## config.mk

```make
export PLATFORM = sky130hd
export DESIGN_NAME = pc_fetch_gen_flat
export DESIGN_NICKNAME = d
export VERILOG_FILES = /design/src/rtl/pc_fetch_gen_pkg.sv /design/src/rtl/pc_fetch_gen_if.sv /design/src/rtl/pc_redirect_sel.sv /design/src/rtl/pc_fetch_gen.sv /design/src/flat_wrapper.sv
export SDC_FILE = /design/constraint.sdc
export NUM_CORES = 1
export LEC_CHECK = 0
export BUFFER_PORTS_ARGS = -buffer_cell sky130_fd_sc_hd__buf_2
export CORE_MARGIN = 2
export CORE_UTILIZATION = 60
export CTS_BUF_LIST = sky130_fd_sc_hd__clkbuf_16
export DETAILED_ROUTE_END_ITERATION = 7
export PLACE_DENSITY_LB_ADDON = 0.12
export SETUP_SLACK_MARGIN = 0.1
export SYNTH_ARGS = -nofsm -noshare
export SYNTH_HDL_FRONTEND = slang
export SYNTH_SLANG_ARGS = --single-unit
export TNS_END_PERCENT = 100
```

## constraint.sdc

```tcl
create_clock -name CLK -period 5.5 [get_ports CLK]
set_clock_uncertainty 0.05 [all_clocks]
set_input_delay 0.55 -clock CLK [delete_from_list [all_inputs] [get_ports CLK]]
set_output_delay 0.55 -clock CLK [all_outputs]
set_load 0.05 [all_outputs]
```

## src/rtl/pc_fetch_gen_pkg.sv

```systemverilog
`default_nettype none
// ============================================================================
// Module   : pc_fetch_gen_pkg
// Brief    : Shared definitions for the PC generator: branch funct3 codes,
//            ALU compare codes, default datapath width and FSM states.
// Revision : 1.0 - initial release
// ============================================================================
package pc_fetch_gen_pkg;

  localparam int DEF_MXLEN = 32;

  // Conditional branch funct3 encodings (010/011 are unused by the ISA)
  localparam logic [2:0] F3_BEQ  = 3'b000;
  localparam logic [2:0] F3_BNE  = 3'b001;
  localparam logic [2:0] F3_BLT  = 3'b100;
  localparam logic [2:0] F3_BGE  = 3'b101;
  localparam logic [2:0] F3_BLTU = 3'b110;
  localparam logic [2:0] F3_BGEU = 3'b111;

  // ALU compare outcome for the resolving branch
  localparam logic [1:0] ALU_BR_EQ = 2'd0;
  localparam logic [1:0] ALU_BR_LT = 2'd1;
  localparam logic [1:0] ALU_BR_GT = 2'd2;

  typedef enum logic [1:0] {
    ST_BOOT = 2'd0,
    ST_RUN  = 2'd1,
    ST_PEND = 2'd2,
    ST_HALT = 2'd3
  } pc_state_e;

endpackage
`default_nettype wire

```

## src/rtl/pc_fetch_gen_if.sv

```systemverilog
`default_nettype none
// ============================================================================
// Module   : pc_fetch_gen_if
// Brief    : Fetch request bus between the PC generator (master) and the
//            instruction fetch unit (slave).
// Revision : 1.0 - initial release
// ============================================================================
interface pc_fetch_gen_if #(
  parameter int MXLEN = 32
);
  logic             fetch_valid;
  logic             fetch_ready;
  logic [MXLEN-1:0] fetch_pc;
  logic             fetch_stale;

  modport master (
    output fetch_valid,
    output fetch_pc,
    output fetch_stale,
    input  fetch_ready
  );

  modport slave (
    input  fetch_valid,
    input  fetch_pc,
    input  fetch_stale,
    output fetch_ready
  );
endinterface
`default_nettype wire

```

## src/rtl/pc_redirect_sel.sv

```systemverilog
`default_nettype none
// ============================================================================
// Module   : pc_redirect_sel
// Brief    : Combinational redirect resolution: branch taken decode, source
//            priority, target computation and alignment check.
// Revision : 1.0 - initial release
// ============================================================================
module pc_redirect_sel
  import pc_fetch_gen_pkg::*;
#(
  parameter int MXLEN  = DEF_MXLEN,
  parameter int IALIGN = 4
) (
  input  logic             br_valid,
  input  logic [2:0]       br_funct3,
  input  logic [1:0]       br_eval,
  input  logic             jal_valid,
  input  logic             jalr_valid,
  input  logic [MXLEN-1:0] instr_pc,
  input  logic [MXLEN-1:0] imm,
  input  logic [MXLEN-1:0] jalr_base,
  input  logic             trap_req,
  input  logic [MXLEN-1:0] trap_vec,
  input  logic             mret_req,
  input  logic [MXLEN-1:0] mepc,
  output logic             redir,
  output logic [MXLEN-1:0] target,
  output logic             misalign,
  output logic             illegal
);

  localparam logic [MXLEN-1:0] c_align_mask = MXLEN'(IALIGN - 1);
  localparam logic [MXLEN-1:0] c_lsb_clear  = {{(MXLEN-1){1'b1}}, 1'b0};

  logic w_taken;
  logic w_bad_f3;
  logic w_cand;
  logic w_chk;
  logic w_higher;

  // Decode whether the resolving conditional branch is taken
  always_comb begin
    w_taken  = 1'b0;
    w_bad_f3 = 1'b0;
    case (br_funct3)
      F3_BEQ:           w_taken = (br_eval == ALU_BR_EQ);
      F3_BNE:           w_taken = (br_eval != ALU_BR_EQ);
      F3_BLT, F3_BLTU:  w_taken = (br_eval == ALU_BR_LT);
      F3_BGE, F3_BGEU:  w_taken = (br_eval == ALU_BR_GT) || (br_eval == ALU_BR_EQ);
      default:          w_bad_f3 = 1'b1;
    endcase
  end

  // Pick the highest-priority source and its target; only PC-relative and
  // register-based jumps are alignment checked
  always_comb begin
    w_cand = 1'b0;
    w_chk  = 1'b0;
    target = '0;
    if (trap_req) begin
      w_cand = 1'b1;
      target = trap_vec;
    end else if (mret_req) begin
      w_cand = 1'b1;
      target = mepc;
    end else if (jalr_valid) begin
      w_cand = 1'b1;
      w_chk  = 1'b1;
      target = (jalr_base + imm) & c_lsb_clear;
    end else if (jal_valid) begin
      w_cand = 1'b1;
      w_chk  = 1'b1;
      target = instr_pc + imm;
    end else if (br_valid && w_taken) begin
      w_cand = 1'b1;
      w_chk  = 1'b1;
      target = instr_pc + imm;
    end
    w_higher = trap_req || mret_req || jalr_valid || jal_valid;
    misalign = w_chk && ((target & c_align_mask) != '0);
    redir    = w_cand && !misalign;
    illegal  = br_valid && w_bad_f3 && !w_higher;
  end

endmodule
`default_nettype wire

```

## src/rtl/pc_fetch_gen.sv

```systemverilog
`default_nettype none
// ============================================================================
// Module   : pc_fetch_gen
// Brief    : PC generator driving the fetch request handshake; applies
//            prioritised redirects, holding them while a request is stalled.
// Revision : 1.0 - initial release
// ============================================================================
module pc_fetch_gen
  import pc_fetch_gen_pkg::*;
#(
  parameter int               MXLEN   = DEF_MXLEN,
  parameter logic [MXLEN-1:0] RST_VEC = '0,
  parameter int               IALIGN  = 4
) (
  input  logic             CLK,
  input  logic             RST,
  pc_fetch_gen_if.master   fetch_bus,
  input  logic             halt,
  input  logic             br_valid,
  input  logic [2:0]       br_funct3,
  input  logic [1:0]       br_eval,
  input  logic             jal_valid,
  input  logic             jalr_valid,
  input  logic [MXLEN-1:0] instr_pc,
  input  logic [MXLEN-1:0] imm,
  input  logic [MXLEN-1:0] jalr_base,
  input  logic             trap_req,
  input  logic [MXLEN-1:0] trap_vec,
  input  logic             mret_req,
  input  logic [MXLEN-1:0] mepc,
  output logic             misalign_exc,
  output logic [MXLEN-1:0] misalign_addr,
  output logic             illegal_br
);

  pc_state_e        r_state, w_state_nxt;
  logic [MXLEN-1:0] r_pc, w_pc_nxt;
  logic [MXLEN-1:0] r_pend_pc, w_pend_nxt;
  logic             r_hold;     // last cycle's request was not accepted
  logic             w_valid, w_stale, w_stalled, w_accept;
  logic             w_redir, w_misalign, w_illegal;
  logic [MXLEN-1:0] w_target;

  pc_redirect_sel #(
    .MXLEN  (MXLEN),
    .IALIGN (IALIGN)
  ) u_sel (
    .br_valid   (br_valid),
    .br_funct3  (br_funct3),
    .br_eval    (br_eval),
    .jal_valid  (jal_valid),
    .jalr_valid (jalr_valid),
    .instr_pc   (instr_pc),
    .imm        (imm),
    .jalr_base  (jalr_base),
    .trap_req   (trap_req),
    .trap_vec   (trap_vec),
    .mret_req   (mret_req),
    .mepc       (mepc),
    .redir      (w_redir),
    .target     (w_target),
    .misalign   (w_misalign),
    .illegal    (w_illegal)
  );

  assign fetch_bus.fetch_valid = w_valid;
  assign fetch_bus.fetch_pc    = r_pc;
  assign fetch_bus.fetch_stale = w_stale;

  // State, PC, pending target and stall-hold registers
  always_ff @(posedge CLK or posedge RST) begin
    if (RST) begin
      r_state   <= ST_BOOT;
      r_pc      <= RST_VEC;
      r_pend_pc <= '0;
      r_hold    <= 1'b0;
    end else begin
      r_state   <= w_state_nxt;
      r_pc      <= w_pc_nxt;
      r_pend_pc <= w_pend_nxt;
      r_hold    <= w_stalled;
    end
  end

  // One-cycle exception pulses; the offending address stays visible
  always_ff @(posedge CLK or posedge RST) begin
    if (RST) begin
      misalign_exc  <= 1'b0;
      misalign_addr <= '0;
      illegal_br    <= 1'b0;
    end else begin
      misalign_exc <= w_misalign;
      illegal_br   <= w_illegal;
      if (w_misalign) begin
        misalign_addr <= w_target;
      end
    end
  end

  // Request outputs, redirect handling and next-state selection
  always_comb begin
    w_state_nxt = r_state;
    w_pc_nxt    = r_pc;
    w_pend_nxt  = r_pend_pc;
    w_valid     = 1'b0;
    w_stale     = 1'b0;
    case (r_state)
      ST_RUN:  w_valid = !halt || r_hold;   // halt waits for the handshake
      ST_PEND: begin
        w_valid = 1'b1;
        w_stale = 1'b1;
      end
      default: w_valid = 1'b0;
    endcase
    w_stalled = w_valid && !fetch_bus.fetch_ready;
    w_accept  = w_valid && fetch_bus.fetch_ready;
    if (w_redir && w_valid) begin
      w_stale = 1'b1;
    end

    if (w_redir) begin
      if (w_stalled) begin
        w_pend_nxt  = w_target;
        w_state_nxt = ST_PEND;
      end else begin
        w_pc_nxt    = w_target;
        w_state_nxt = halt ? ST_HALT : ST_RUN;
      end
    end else if (r_state == ST_PEND) begin
      if (w_accept) begin
        w_pc_nxt    = r_pend_pc;
        w_state_nxt = halt ? ST_HALT : ST_RUN;
      end
    end else begin
      if (w_accept) begin
        w_pc_nxt = r_pc + MXLEN'(4);
      end
      if (!w_stalled) begin
        w_state_nxt = halt ? ST_HALT : ST_RUN;
      end
    end
  end

endmodule
`default_nettype wire

```

## src/flat_wrapper.sv

```systemverilog
// flat-port wrapper written by rule: the top's interface ports become plain ports
module pc_fetch_gen_flat import pc_fetch_gen_pkg::*;
#(
  parameter int               MXLEN   = DEF_MXLEN,
  parameter logic [MXLEN-1:0] RST_VEC = '0,
  parameter int               IALIGN  = 4
)
  (CLK, RST, halt, br_valid, br_funct3, br_eval, jal_valid, jalr_valid, instr_pc, imm, jalr_base, trap_req, trap_vec, mret_req, mepc, misalign_exc, misalign_addr, illegal_br, fetch_bus_fetch_valid, fetch_bus_fetch_pc, fetch_bus_fetch_stale, fetch_bus_fetch_ready);
  pc_fetch_gen_if #(.MXLEN(MXLEN)) fetch_bus_i ();
  input  logic CLK;
  input  logic RST;
  input  logic halt;
  input  logic br_valid;
  input  logic [2:0] br_funct3;
  input  logic [1:0] br_eval;
  input  logic jal_valid;
  input  logic jalr_valid;
  input  logic [MXLEN-1:0] instr_pc;
  input  logic [MXLEN-1:0] imm;
  input  logic [MXLEN-1:0] jalr_base;
  input  logic trap_req;
  input  logic [MXLEN-1:0] trap_vec;
  input  logic mret_req;
  input  logic [MXLEN-1:0] mepc;
  output logic misalign_exc;
  output logic [MXLEN-1:0] misalign_addr;
  output logic illegal_br;
  output wire logic [$bits(fetch_bus_i.fetch_valid)-1:0] fetch_bus_fetch_valid;
  output wire logic [$bits(fetch_bus_i.fetch_pc)-1:0] fetch_bus_fetch_pc;
  output wire logic [$bits(fetch_bus_i.fetch_stale)-1:0] fetch_bus_fetch_stale;
  input wire logic [$bits(fetch_bus_i.fetch_ready)-1:0] fetch_bus_fetch_ready;
  assign fetch_bus_fetch_valid = fetch_bus_i.fetch_valid;
  assign fetch_bus_fetch_pc = fetch_bus_i.fetch_pc;
  assign fetch_bus_fetch_stale = fetch_bus_i.fetch_stale;
  assign fetch_bus_i.fetch_ready = fetch_bus_fetch_ready;
  pc_fetch_gen #(.MXLEN(MXLEN), .RST_VEC(RST_VEC), .IALIGN(IALIGN)) u_core (.CLK(CLK), .RST(RST), .fetch_bus(fetch_bus_i), .halt(halt), .br_valid(br_valid), .br_funct3(br_funct3), .br_eval(br_eval), .jal_valid(jal_valid), .jalr_valid(jalr_valid), .instr_pc(instr_pc), .imm(imm), .jalr_base(jalr_base), .trap_req(trap_req), .trap_vec(trap_vec), .mret_req(mret_req), .mepc(mepc), .misalign_exc(misalign_exc), .misalign_addr(misalign_addr), .illegal_br(illegal_br));
endmodule
```

==> out/qor.txt <==
Status -> finished clean
Gpl congestion -> 0.9509
Worst Setup End Kind -> output pin
Die width -> 130.9 µm
Cells after Synth -> 1246
Setup bufs post-CTS -> 0
Synthesized area per cell -> 7.758 µm²
Die area -> 17140 µm²
Total CTS buffers -> 9
Via count -> 10.95k
Initial Util -> 61.08%
Wirelength, routed -> 33640 µm
Worst slew margin -> 33.82%
Row count -> 46
Initial antenna violation count -> 2
Syn_nets -> 1486
Post-synthesis sequential area ratio -> 26.15%
Fin crit period -> 3.823 ns
Power consumption -> 3.430 mW
Vias/cell -> 6.600
Post-cts sizing count -> 0
Netlist cell types -> 84
Most frequent cells after synthesis -> nand2_1 (162), o21ai_0 (127), dfrtp_1 (101), a21oi_1 (99), nor2_1 (83)
CTS tree -> built
Yosys warnings -> 0
Worst hold margin -> 0.2186 ns
Fill cells -> 1368
Endpoints failing setup -> 0
WS Path Type -> in -> out
Final instance area -> 11250 µm²
Final cycle utilization of the critical path -> 69.51%
Area leader, netlist -> dfrtp_1
Residual DRC -> 0
Critical path's largest stage delay -> 0.62 ns
Largest net degree at the start of global routing -> 55
Core Area -> 15830 µm²
Maximum vdd drop -> 0.1799 mV
First-pass GRT wire length -> 51010 µm
Pwr dens -> 304.9 nW/µm²
Type of the worst min-delay path -> in -> async
H-tree levels -> 3
CTS max path bufs -> 2
Post-DRT Antenna Nets -> 0
CTS sink count -> 101
HPWL Detailed -> 25900 µm
Post-synthesis cell area -> 9667 µm²
Worst r2r src -> u_core.r_state[0]$_DFFE_PP0P_
Cts hold-fix bufs -> 0
Final std cells w/o fill -> 1659
Main synth FF type -> dfrtp_1
Number of synthesized flops with an enable pin -> 0
Fin nets -> 1677
Worst-Skew Late Latency -> 0.35 ns
Worst-margin pin slew -> 0.9890 ns
Ys async rst share -> 100.0%
Routed length per instance -> 20.27 µm
Most common cell in the netlist -> nand2_1
Element type at the critical path start -> input pin
Starting DRT DRC Count -> 1329
Top cell by count, worst path -> buf_2
Slowest CP cell -> buf_2
Tot GR Track Use -> 38.10%
Num ports -> 242
Synth area leaders -> dfrtp_1 (26%), ha_1 (8.3%), o21ai_0 (6.6%)
Final Hold Vio Count -> 0
Fraction of layout cells with a size suffix above 1 -> 20.89%
LEAKAGE -> 5.232 nW
Height of the die -> 130.9 µm
CP Max Fanout -> 42
CTS root buf -> clkbuf_16
Cell family with most CP delay -> compound AO/OA/AOI/OAI gates
Number of max-cap violations -> 0
WP buf/inv -> 2
Drt pass-1 iters -> 7
Fmax -> 261.6 MHz
GRT Residual Overflow -> 0
Cells after DPL -> 1642
Register bit total from synthesis -> 101
Final slew viol count -> 0
Setup TNS -> 0 ns
Critical Path Start -> trap_req
Layout area overhead -> 16.40%
IO Port Bufs -> 241
Worst EP required -> 4.90 ns
Worst EP arrival -> 3.22 ns
RSZ-0062 raised after global routing -> no
CTS clk-pin slew, worst paths -> 0.07 ns
Cell area after placement -> 10960 µm²
Number of global-route vias before repair -> 9938
Top cell type's share of synthesized area -> 26.15%
CP Cell Sequence -> buf_2 -> nor2_1 -> a22o_1 -> a2111oi_4 -> nand2b_4 -> a21o_1 -> buf_2
-- kinds of logic (layout without fill, tap and decap cells) --
group	after synthesis	in the layout	synth area share, %
AOI/OAI and AO/OA	472	472	32.40
and+or+nand+nor	420	420	20.53
DFF	101	101	26.15
buffers and inverters	101	296	4.077
xor gates and xnor gates	67	67	6.070
adders and majority gates	66	66	8.698
muxes	19	19	2.084
other	0	2	0
-- layer usage --
layer / wire length [µm] / GRT usage (%) / up-vias / share of wire (%)
met5: 0 / 0 / - / 0
met4: 1322 / 15.52 / 0 / 3.9
met3: 3152 / 5.782 / 110 / 9.4
met2: 15520 / 62.16 / 654 / 46
met1: 13640 / 50.88 / 5137 / 41
li1: - / - / 5048 / -
-- cells in the final DEF (no fill, tap or decap), types with 10 or more instances in the layout --
master,count
o211ai_1,19
nand2_1,162
buf_2,241
nand4_1,21
a221o_1,10
a21oi_1,99
a31oi_1,24
buf_4,11
mux2i_1,10
nand3_1,41
and3_1,18
or3_1,12
nand2b_1,16
dfrtp_1,101
nor3_1,27
inv_1,25
a21o_1,34
nor2_1,83
a211oi_1,14
xnor2_1,32
ha_1,64
xor2_1,35
o21ai_0,127
o21a_1,21
-- registers in the layout, summed over array words and instances (netlist names) --
signal	count
u_core.fetch_bus.fetch_pc	32
u_core.illegal_br	1
u_core.misalign_addr	32
u_core.misalign_exc	1
u_core.r_hold	1
u_core.r_pend_pc	32
u_core.r_state	2
-- cell type report --
| class | count | area, µm² | share of cell area (%) |
|---|---|---|---|
| repair buffers | 252 | 1289 | 11.45 |
| multi-input cells | 1044 | 6760 | 60.08 |
| flip-flops and latches | 101 | 2527 | 22.46 |
| well taps | 216 | 270.3 | 2.402 |
| clock buffers | 9 | 225.2 | 2.002 |
| clock inverters | 6 | 63.81 | 0.5671 |
| diodes | 2 | 5.005 | 0.04448 |
| inverters | 29 | 111.4 | 0.9897 |
-- final timing paths --
kind                            slack [ns]  cells past startpoint                                       end
worst min-delay path                  0.22                      2           u_core.r_pend_pc[4]$_DFFE_PP0P_
worst max register to register        1.97                     12          u_core.r_pend_pc[19]$_DFFE_PP0P_
worst max-delay path                  1.68                      7                     fetch_bus_fetch_stale
worst min register to register        0.43                      2      u_core.misalign_addr[13]$_DFFE_PP0P_
min in group CLK                      0.38                      2               u_core.illegal_br$_DFF_PP0_
max in group asynchronous             4.03                      3  u_core.fetch_bus.fetch_pc[0]$_DFFE_PP0P_
-- stage by stage --
stage               setup WS, ns  utilization (%)
floorplan                  2.084                -
global placement           1.659            69.23
detailed placement         1.578            69.23
CTS                        1.737            71.06
global route               1.581            71.08
finish                     1.677            71.09
-- power by group --
group | total, mW | internal, mW | switching, mW
clock network | 0.642 | 0.351 | 0.291
registers | 1.12 | 0.953 | 0.171
logic | 1.67 | 0.523 | 1.14
(Power assumes the default switching activity.)
